**config.mk**
```make
export PLATFORM = sky130hd
export DESIGN_NAME = mux_scan_sequencer
export DESIGN_NICKNAME = d
export VERILOG_FILES = /design/src/rtl/mux_scan_pkg.sv /design/src/rtl/scan_dwell_timer.sv /design/src/rtl/mux_scan_sequencer.sv
export SDC_FILE = /design/constraint.sdc
export NUM_CORES = 1
export LEC_CHECK = 0
export CAP_MARGIN = 20
export CORE_MARGIN = 8
export CORE_UTILIZATION = 45
export DETAILED_ROUTE_END_ITERATION = 8
export DONT_BUFFER_PORTS = 1
export GPL_ROUTABILITY_DRIVEN = 0
export SETUP_SLACK_MARGIN = 0.02
export SLEW_MARGIN = 20
export SYNTH_ARGS = -nofsm -noshare
export SYNTH_HDL_FRONTEND = slang
export SYNTH_SLANG_ARGS = --single-unit
```
**constraint.sdc**
```tcl
create_clock -name clk -period 1.7 [get_ports clk]
set_clock_uncertainty 0.2 [all_clocks]
set_input_delay 0.34 -clock clk [delete_from_list [all_inputs] [get_ports clk]]
set_output_delay 0.34 -clock clk [all_outputs]
set_load 0.005 [all_outputs]
```
**src/rtl/mux_scan_pkg.sv**
```systemverilog
// rtl/mux_scan_pkg.sv - shared state type, defaults and width helper for the mux scan sequencer
package mux_scan_pkg;

  typedef enum logic [1:0] {IDLE, SETTLE, HOLD} scan_state_t;

  localparam int DEF_NUM_CH = 4;
  localparam int DEF_DWELL  = 1;

  // Width needed to index n values; never below 1 so single-value counters stay legal.
  function automatic int sel_width(input int n);
    return (n <= 2) ? 1 : $clog2(n);
  endfunction

endpackage

```
**src/rtl/scan_dwell_timer.sv**
```systemverilog
// rtl/scan_dwell_timer.sv - dwell counter with clear, pulses done on its last count
module scan_dwell_timer
  import mux_scan_pkg::*;
#(
  parameter int DWELL = DEF_DWELL
) (
  input  logic clk,
  input  logic rst_n,
  input  logic clear,
  input  logic en,
  output logic done
);

  localparam int CNT_W = sel_width(DWELL);

  logic [CNT_W-1:0] cnt;

  assign done = en && (cnt == CNT_W'(DWELL - 1));

  always_ff @(posedge clk) begin
    if (!rst_n || clear || done) begin
      cnt <= '0;
    end else if (en) begin
      cnt <= cnt + CNT_W'(1);
    end
  end

endmodule

```
**src/rtl/mux_scan_sequencer.sv**
```systemverilog
// rtl/mux_scan_sequencer.sv - steps a mux select, samples each channel, emits one word per scan
// Optional word_parity output is enabled by defining SCAN_PARITY_EN.
module mux_scan_sequencer
  import mux_scan_pkg::*;
#(
  parameter int NUM_CH = DEF_NUM_CH,
  parameter int DWELL  = DEF_DWELL,
  parameter int SEL_W  = sel_width(NUM_CH)
) (
  input  logic              clk,
  input  logic              rst_n,
  input  logic              start,
  input  logic              mode_cont,
  input  logic              mux_y,
  output logic [SEL_W-1:0]  sel,
  output logic [NUM_CH-1:0] word,
  output logic              word_valid,
  input  logic              word_ready,
`ifdef SCAN_PARITY_EN
  output logic              word_parity,
`endif
  output logic              busy
);

  scan_state_t       state;
  logic [NUM_CH-1:0] shadow;
  logic [NUM_CH-1:0] sample_bits;
  logic              dwell_done;
  logic              last_ch;

  scan_dwell_timer #(.DWELL(DWELL)) u_timer (
    .clk   (clk),
    .rst_n (rst_n),
    .clear (state != SETTLE),
    .en    (state == SETTLE),
    .done  (dwell_done)
  );

  // Shadow with the bit being sampled on this edge already merged in.
  always_comb begin
    sample_bits      = shadow;
    sample_bits[sel] = mux_y;
  end

  assign last_ch = (sel == SEL_W'(NUM_CH - 1));

  always_ff @(posedge clk) begin
    if (!rst_n) begin
      state      <= IDLE;
      sel        <= '0;
      shadow     <= '0;
      word       <= '0;
      word_valid <= 1'b0;
      busy       <= 1'b0;
`ifdef SCAN_PARITY_EN
      word_parity <= 1'b0;
`endif
    end else begin
      case (state)
        IDLE: begin
          if (start) begin
            state  <= SETTLE;
            sel    <= '0;
            shadow <= '0;
            busy   <= 1'b1;
          end
        end
        SETTLE: begin
          if (dwell_done) begin
            shadow <= sample_bits;
            if (!last_ch) begin
              sel <= sel + SEL_W'(1);
            end else begin
              word       <= sample_bits;
              word_valid <= 1'b1;
              state      <= HOLD;
`ifdef SCAN_PARITY_EN
              word_parity <= ^sample_bits;
`endif
            end
          end
        end
        HOLD: begin
          if (word_ready) begin
            word_valid <= 1'b0;
            if (mode_cont) begin
              state  <= SETTLE;
              sel    <= '0;
              shadow <= '0;
            end else begin
              state <= IDLE;
              busy  <= 1'b0;
            end
          end
        end
        default: state <= IDLE;
      endcase
    end
  end

endmodule

```
==> results of run 1 <==
routing by layer:
metal / global-route usage (%) / vias up / share of wire [%]
met2: 12.23 / 15 / 41
met5: 0 / - / 0
met1: 9.731 / 248 / 46
li1: - / 283 / -
met4: 7.216 / 0 / 2.2
met3: 4.719 / 4 / 10
worst min path at each step:
stage / end / slack [ns] / depth (start not counted)
after floorplan: word_valid / 0.26 / 1
after global placement: word_valid / 0.27 / 1
after detailed placement: word_valid / 0.27 / 1
after CTS: sel[0] / 0.01 / 2
after global routing: sel[0] / 0.02 / 2
final: sel[0] / 0.009 / 2
layout make-up:
cell class	count	share of cell area (%)
clock buffer	3	2.853
inverter	6	2.853
multi-input combinational	53	51.03
sequential	14	35.66
tap	16	2.536
timing repair buffer	5	5.071
stage by stage:
stage | cell area (µm²) | hold slack (ns) | instances
global route | 789.5 | 0.01578 | 97
finish | 789.5 | 0.008958 | 97
CTS | 788.3 | 0.01074 | 97
floorplan | 738.2 | 0.2575 | 77
detailed placement | 755.7 | 0.2650 | 93
global placement | 755.7 | 0.2727 | 93
synthesized netlist by cell type:
master                      n
sky130_fd_sc_hd__nand3_1    3
sky130_fd_sc_hd__o211ai_2   1
sky130_fd_sc_hd__clkinv_1   1
sky130_fd_sc_hd__buf_6      2
sky130_fd_sc_hd__buf_2      2
sky130_fd_sc_hd__nor2b_1    1
sky130_fd_sc_hd__a31oi_1    1
sky130_fd_sc_hd__conb_1     1
sky130_fd_sc_hd__a21oi_1    5
sky130_fd_sc_hd__o21ai_0    2
sky130_fd_sc_hd__or3b_1     2
sky130_fd_sc_hd__nand2b_1   2
sky130_fd_sc_hd__nand4b_1   1
sky130_fd_sc_hd__o31ai_1    1
sky130_fd_sc_hd__nand2_1    4
sky130_fd_sc_hd__dfxtp_1   14
sky130_fd_sc_hd__nor2b_4    1
sky130_fd_sc_hd__and4bb_1   2
sky130_fd_sc_hd__o21a_1     2
sky130_fd_sc_hd__a211oi_1   7
sky130_fd_sc_hd__inv_1      5
sky130_fd_sc_hd__mux2i_1    8
sky130_fd_sc_hd__ha_1       4
sky130_fd_sc_hd__nor2_1     4
sky130_fd_sc_hd__o2111a_1   1
sequential cells by signal (all words and copies together) (netlist names):
register / cells
state: 2
busy: 1
word: 4
shadow: 3
sel: 2
word_valid: 1
u_timer.cnt: 1
cells by family after synthesis:
group | synth area share, %
flip-flops | 37.97
adder cells (fa/ha/maj) | 6.780
other | 0.5080
multiplexers | 10.85
AND/OR/NAND/NOR | 17.46
buffers and inverters | 7.457
AO/OA/AOI/OAI | 18.98
power breakdown:
| part | internal [µW] | switching (µW) |
|---|---|---|
| clock network | 82.0 | 103 |
| registers | 336 | 8.42 |
| logic | 28.8 | 29.0 |
repair_timing:
| item | 4_1_cts | 5_1_grt |
|---|---|---|
| setup endpoints to repair | 0 | 2 |
| hold buffers | 1 | 0 |
| resized for setup | 0 | 1 |
| hold endpoints to repair | 2 | 0 |
worst reg2reg max path: cells and delay by family (launching register included):
family	cells	cell delay, ns
AO/OA/AOI/OAI	1	0.22
flip-flops	1	0.42
AND/OR/NAND/NOR	1	0.39
multiplexers	1	0.22
==> results.md, run 1 <==
CTS:
- The number of buffers inserted by post-CTS setup repair is 0.
- The root buffer cell is sky130_fd_sc_hd__clkbuf_4.
- The clock reaches the later pin of the worst-skew pair after 0.27 ns.
- The number of CTS-inserted buffers is 3.
- Clock-pin slew was measured on the worst setup and hold paths at around 0.080 ns.
- The H-tree depth is 1.
- The TritonCTS clock tree is yes.
- For this design, the sink count on the clock tree is 14.
- No sink is reached through more buffers than the 2 on the longest clock path.

STA:
- The worst setup margin is 0.1795 ns.
- The final clock period utilization by the worst path is 89.44%.
- Setup repair after global routing left no endpoint under its margin.
- The highest attainable clock frequency is ~660 MHz.
- The hold violation total from the final report is 0.
- The count of pins over their slew limit is 0.
- Subtracting the final worst setup slack from the clock period gives 1.520 ns.
- The total negative slack for setup checks is 0 ns.
- The total setup violations reported at the end of the flow is 0.

Worst setup path:
- The maximum fanout along the worst path is 11.
- In this run the worst setup path terminates at sel[1].
- STA classifies the critical path startpoint as a register.
- The worst register-to-register path ends at sel[1].
- Together, buffers and inverters on the worst path number 0.
- The startpoint of the lowest-slack register-to-register path is state[0].
- The launching element of the worst setup path is state[0].
- The endpoint class of the critical path is a register.
- For the worst setup path, the data arrival time is 1.53 ns.
- The critical path goes through or3b_1 > o211ai_2 > mux2i_1.
- The slowest stage of the critical path is the sky130_fd_sc_hd__dfxtp_2 cell.
- The largest incremental delay on the critical path is 0.42 ns.
- Grouping stages by cell kind, the critical path spends the most delay in flip-flops.
- The startpoint-to-endpoint class of the critical path is register to register.
- The setup check on the worst reg-to-reg path leaves a slack of 0.18 ns.
- The number of cells on the critical path is 3.
- Measured in cells, the most critical reg-to-reg path has a length of 3.
- The required arrival time at the worst endpoint is between 1.5 and 2 ns.

Floorplan:
- The region available for standard cell placement spans 0.001524 mm².
- The total die area is 0.003192 mm².
- The die is 56.50 µm tall.
- The initial utilization of the core area, before any placement, comes to 48.44%.
- The horizontal extent of the die is 56.50 µm.
- In this run the count of I/O pins placed on the die edge is 14.
- Row generation in the floorplan step produced 14 rows.

Routing:
- The final route contains 550 vias.
- The aggregate routed wire length is 1355 µm.
- The average wire per standard cell is 13.97 µm.
- The first detailed-routing pass took 2 iterations.
- The final routed DRC violation total is 0.
- The count of nets left with antenna violations once routing finished came out at 0.
- The detailed router finished its first iteration with 5 violations.
- After detailed routing, the number of vias per cell comes to 5.670.

Worst hold path:
- The worst min-delay path startpoint is rst_n.
- The worst hold path belongs to the class input pin to register.

Cells and area:
- The area growth from synthesis to layout is 6.949%.
- The most common library cell in the layout ignoring fill and taps is sky130_fd_sc_hd__dfxtp_1.
- The filler cell count is between 150 and 200.
- The net total in the final layout is 93.
- Summing all multi-input logic gate instances after layout gives 402.9 µm².
- The share of post-route cells with drive strength above 1 is 12.35%.
- The count of antenna diodes in the layout is 0.
- In the final layout, flip-flops and latches occupy 281.5 µm².
- Leaving out fill and tap cells, the most frequent cells in the layout are 13 x sky130_fd_sc_hd__dfxtp_1, 8 x sky130_fd_sc_hd__mux2i_1, 7 x sky130_fd_sc_hd__a211oi_1.
- The fraction of the core area covered by cells at the end of the flow is approximately half.

Logic synthesis:
- The largest total area in the synthesized netlist belongs to sky130_fd_sc_hd__dfxtp_1.
- The fraction of synthesized cell area taken by the top area cell type is 37.97%.
- The number of instances in the synthesized netlist is 77.
- The synthesized netlist net count is 87.
- After synthesis the cells add up to 738.2 µm².
- The total of flip-flops plus latches after synthesis is 14.
- The average footprint of a synthesized cell is about 9.6 µm².
- The sequential cell area fraction in the yosys report is 37.97%.
- Yosys mapped the design onto 25 distinct sky130hd cell types.
- After synthesis, the cell types taking the most area are sky130_fd_sc_hd__dfxtp_1 38%, sky130_fd_sc_hd__mux2i_1 11%, sky130_fd_sc_hd__a211oi_1 7.1%, sky130_fd_sc_hd__ha_1 6.8%, sky130_fd_sc_hd__a21oi_1 3.4%.
- For this run, the number of Yosys warnings is 0.

Place:
- The estimated wirelength of the detail-placed design is 1029 µm.
- At the placement stage, the worst setup path has a slack of 0.08489 ns.
- The count of input and output buffers is 0.

Job:
- Across the run, the number of max-cap violations was 0.

Status:
- The flow ran to the end, and the final reports show no timing, DRC or antenna violations.

GRT:
- The total grt overflow is 0.
- The largest net degree at the start of global routing is 12.
- The first-pass GRT wire length is 2242 µm.
- The total routing usage reported by global routing is 8.865%.
- The number of global-route vias before repair was 496.
- The initial antenna violation count is 0.

Power:
- The analysis attributes to cell leakage a power of about 0.00031 µW.
- The final total power is 586.8 µW.
- For this design the ratio of total power to cell area is 743.2 mW/mm².
- The worst-case IR drop observed on VDD is 393.4 µV.
No activity file was read; power rests on OpenSTA's default activity.
==> run 2, diff against run 1 <==
--- a/config.mk
+++ b/config.mk
@@ -11,7 +11,7 @@
 export DETAILED_ROUTE_END_ITERATION = 8
 export DONT_BUFFER_PORTS = 1
 export GPL_ROUTABILITY_DRIVEN = 0
-export SETUP_SLACK_MARGIN = 0.02
+export SETUP_SLACK_MARGIN = 0.4
 export SLEW_MARGIN = 20
 export SYNTH_ARGS = -nofsm -noshare
 export SYNTH_HDL_FRONTEND = slang
==> results.md, run 2 (same netlist as run 1, synthesis figures left out) <==
Status:
- The run finished with clean final reports.

Cells and area:
- The share of post-route cells with drive strength above 1 was 30.23% (+18 points).
- The library cells used most frequently in the layout, excluding fill and tap cells, are 9 x sky130_fd_sc_hd__dfxtp_1, 8 x sky130_fd_sc_hd__mux2i_1, 7 x sky130_fd_sc_hd__a211oi_1.
- The most flop-heavy register is word.
- The largest registers in the layout are word: 4 flops, shadow: 3 flops.
- The number of flip-flops under the largest register name came to 4 (unchanged).
- From synthesis to final layout, the design area changed by 24.24%.
- The net total in the final layout came to 97 (+4.3%).
- The count of antenna diodes in the layout is 0 (unchanged).
- The most common library cell in the layout ignoring fill and taps is sky130_fd_sc_hd__dfxtp_1.

Power:
- The ratio of total power to cell area came to 719.1 mW/mm² (-3.2%).
- The standby leakage power is 0.0003351 µW (+8.8%).
- The highest ir drop seen on vdd came to 608.1 µV (+55%).

GRT:
- The largest net degree at the start of global routing came to 10 (-2).
- The number of global-route vias before repair is 587 (+18%).
- The first-pass GRT wire length is 2628 µm (+17%).
- The total grt overflow came to 0 (unchanged).
- The total routing usage reported by global routing came to 9.950% (+1.1 points).
- The initial antenna violation count was 0 (unchanged).

STA:
- The total setup violations reported at the end of the flow was 0 (unchanged).
- The final clock period utilization by the worst path was 85.26% (-4.2 points).
- The highest attainable clock frequency is 689.9 MHz (+4.9%).
- The minimum clock period after layout is 1.449 ns (-0.07108 ns).
- The minimum hold slack is 0.02161 ns (+0.01265 ns).
- The hold violation total from the final report came to 0 (unchanged).
- The worst setup margin is 0.2506 ns (+0.07108 ns).
- The total negative slack for setup checks is 0 ns (unchanged).
- Setup repair after global routing could not meet its margin everywhere.
- The count of pins over their slew limit was 0 (unchanged).

Worst setup path:
- The endpoint class of the critical path is a register.
- The number of buffer and inverter stages on the critical path is 0 (unchanged).
- The reg-to-reg setup timing slack is 0.25 ns (+0.07 ns).
- The startpoint type of the worst setup path is a register.
- The dominant delay contributor by cell family on the critical path is simple AND/OR/NAND/NOR gates.
- The largest incremental delay on the critical path is 0.40 ns (-0.02 ns).
- The maximum fanout along the worst path came to 6 (-5).
- The critical path's slowest cell is sky130_fd_sc_hd__or3b_4.
- Traced cell by cell, the critical path runs through or3b_4 > o211ai_4 > mux2i_1.
- The critical path data arrival time is 1.45 ns (-0.08 ns).
- The required arrival time at the worst endpoint is 1.70 ns (about the same).
- The startpoint-to-endpoint class of the critical path is register to register.

Place:
- The count of input and output buffers is 0 (unchanged).
- The setup slack at placement is 0.1436 ns (+0.05872 ns).
- The estimated wirelength of the detail-placed design is 1089 µm (+5.8%).

Routing:
- The number of violations reported at the end of detailed-routing iteration 0 is 4 (-1).
- The aggregate routed wire length is 1603 µm (+18%).
- The final routed DRC violation total is 0 (unchanged).
- The count of antenna-violating nets left after detailed routing came to 0 (unchanged).
- The vias per cell came to 5.608 (-1.1%).
- The average wire per standard cell is 15.72 µm (+13%).
- The number of iterations in the first detailed-routing pass was 2 (unchanged).
- The routed via count is 572 (+4.0%).

Floorplan:
- The die outline height is 56.50 µm (unchanged).
- The horizontal extent of the die is 56.50 µm (unchanged).
- The I/O pin total is 14 (unchanged).
- The total die area was 0.003192 mm² (unchanged).
- The starting density of the core is 48.44% (unchanged).
- The placeable core region was 0.001524 mm² (unchanged).
- The standard-cell row count is 14 (unchanged).

Worst hold path:
- The class of the most critical hold timing path is input pin to register.

CTS:
- The total number of clock tree sinks was 14 (unchanged).
- The clock-pin slew of the registers on the worst-case setup and hold paths is 0.08 ns (about the same).
- The number of buffers between clock root and the deepest sink is 2 (unchanged).
- TritonCTS built the clock tree.
- The root buffer cell is sky130_fd_sc_hd__clkbuf_4.
- The H-tree depth came to 1 (unchanged).
- The number of CTS-inserted buffers was 3 (unchanged).
- The clock network latency to the later pin of the worst-skew pair is 0.28 ns (about the same).

Job:
- The number of maximum-capacitance violations came to 0 (unchanged).
==> run 2: per-stage QoR <==
| stage | cell area, µm² | util (%) | cells | power [µW] |
|---|---|---|---|---|
| global route | 917.1 | 60.18 | 102 | 695.7 |
| global placement | 754.5 | 49.51 | 92 | 410.2 |
| floorplan | 747.0 | - | 77 | 401.0 |
| CTS | 832.0 | 54.60 | 100 | 653.3 |
| finish | 917.1 | 60.18 | 102 | 659.5 |
| detailed placement | 754.5 | 49.51 | 92 | 409.5 |
==> run 2: report_power, final <==
part / switching (µW) / total (µW) / internal [µW]
registers: 8.38 / 343 / 334
clock network: 107 / 237 / 130
logic: 38.3 / 79.8 / 41.4
total: 154 / 660 / 506
==> run 2: path summary, 6_finish.rpt <==
path / startpoint / endpoint / cells past startpoint
hold / removal: rst_n / sel[1] / 2
hold reg to reg: word[3] / word[3] / 2
setup / recovery: state[0] / sel[0] / 3
setup reg to reg: state[0] / sel[0] / 3
==> run 2: cell type report <==
class	count	area [µm²]
clock buffer	4	36.28
fill	117	606.8
inverter	6	26.28
multi-input combinational	53	462.9
sequential	14	291.5
tap	16	20.02
timing repair buffer	9	80.08
==> run 2: worst register-to-register path, delay by kind of cell, from the launching register on <==
kind | cells | cell delay, ns
compound gates | 1 | 0.20
flops | 1 | 0.38
mux | 1 | 0.20
simple gates | 1 | 0.40
==> run 2: timing repair <==
action,CTS,global route
setup buffers,3,1
setup endpoints to repair,13,13
hold buffers,1,1
endpoints found under the hold margin,2,2
gates cloned,0,0
pin swaps,1,9
resized for setup,5,15
==> run 2: layer usage <==
layer / track usage, % / up-vias / part of all wire (%)
met5: 0 / - / 0
met1: 11.40 / 260 / 43
met3: 6.966 / 2 / 10
met2: 14.73 / 16 / 46
met4: 2.062 / 0 / 0.81
li1: - / 294 / -
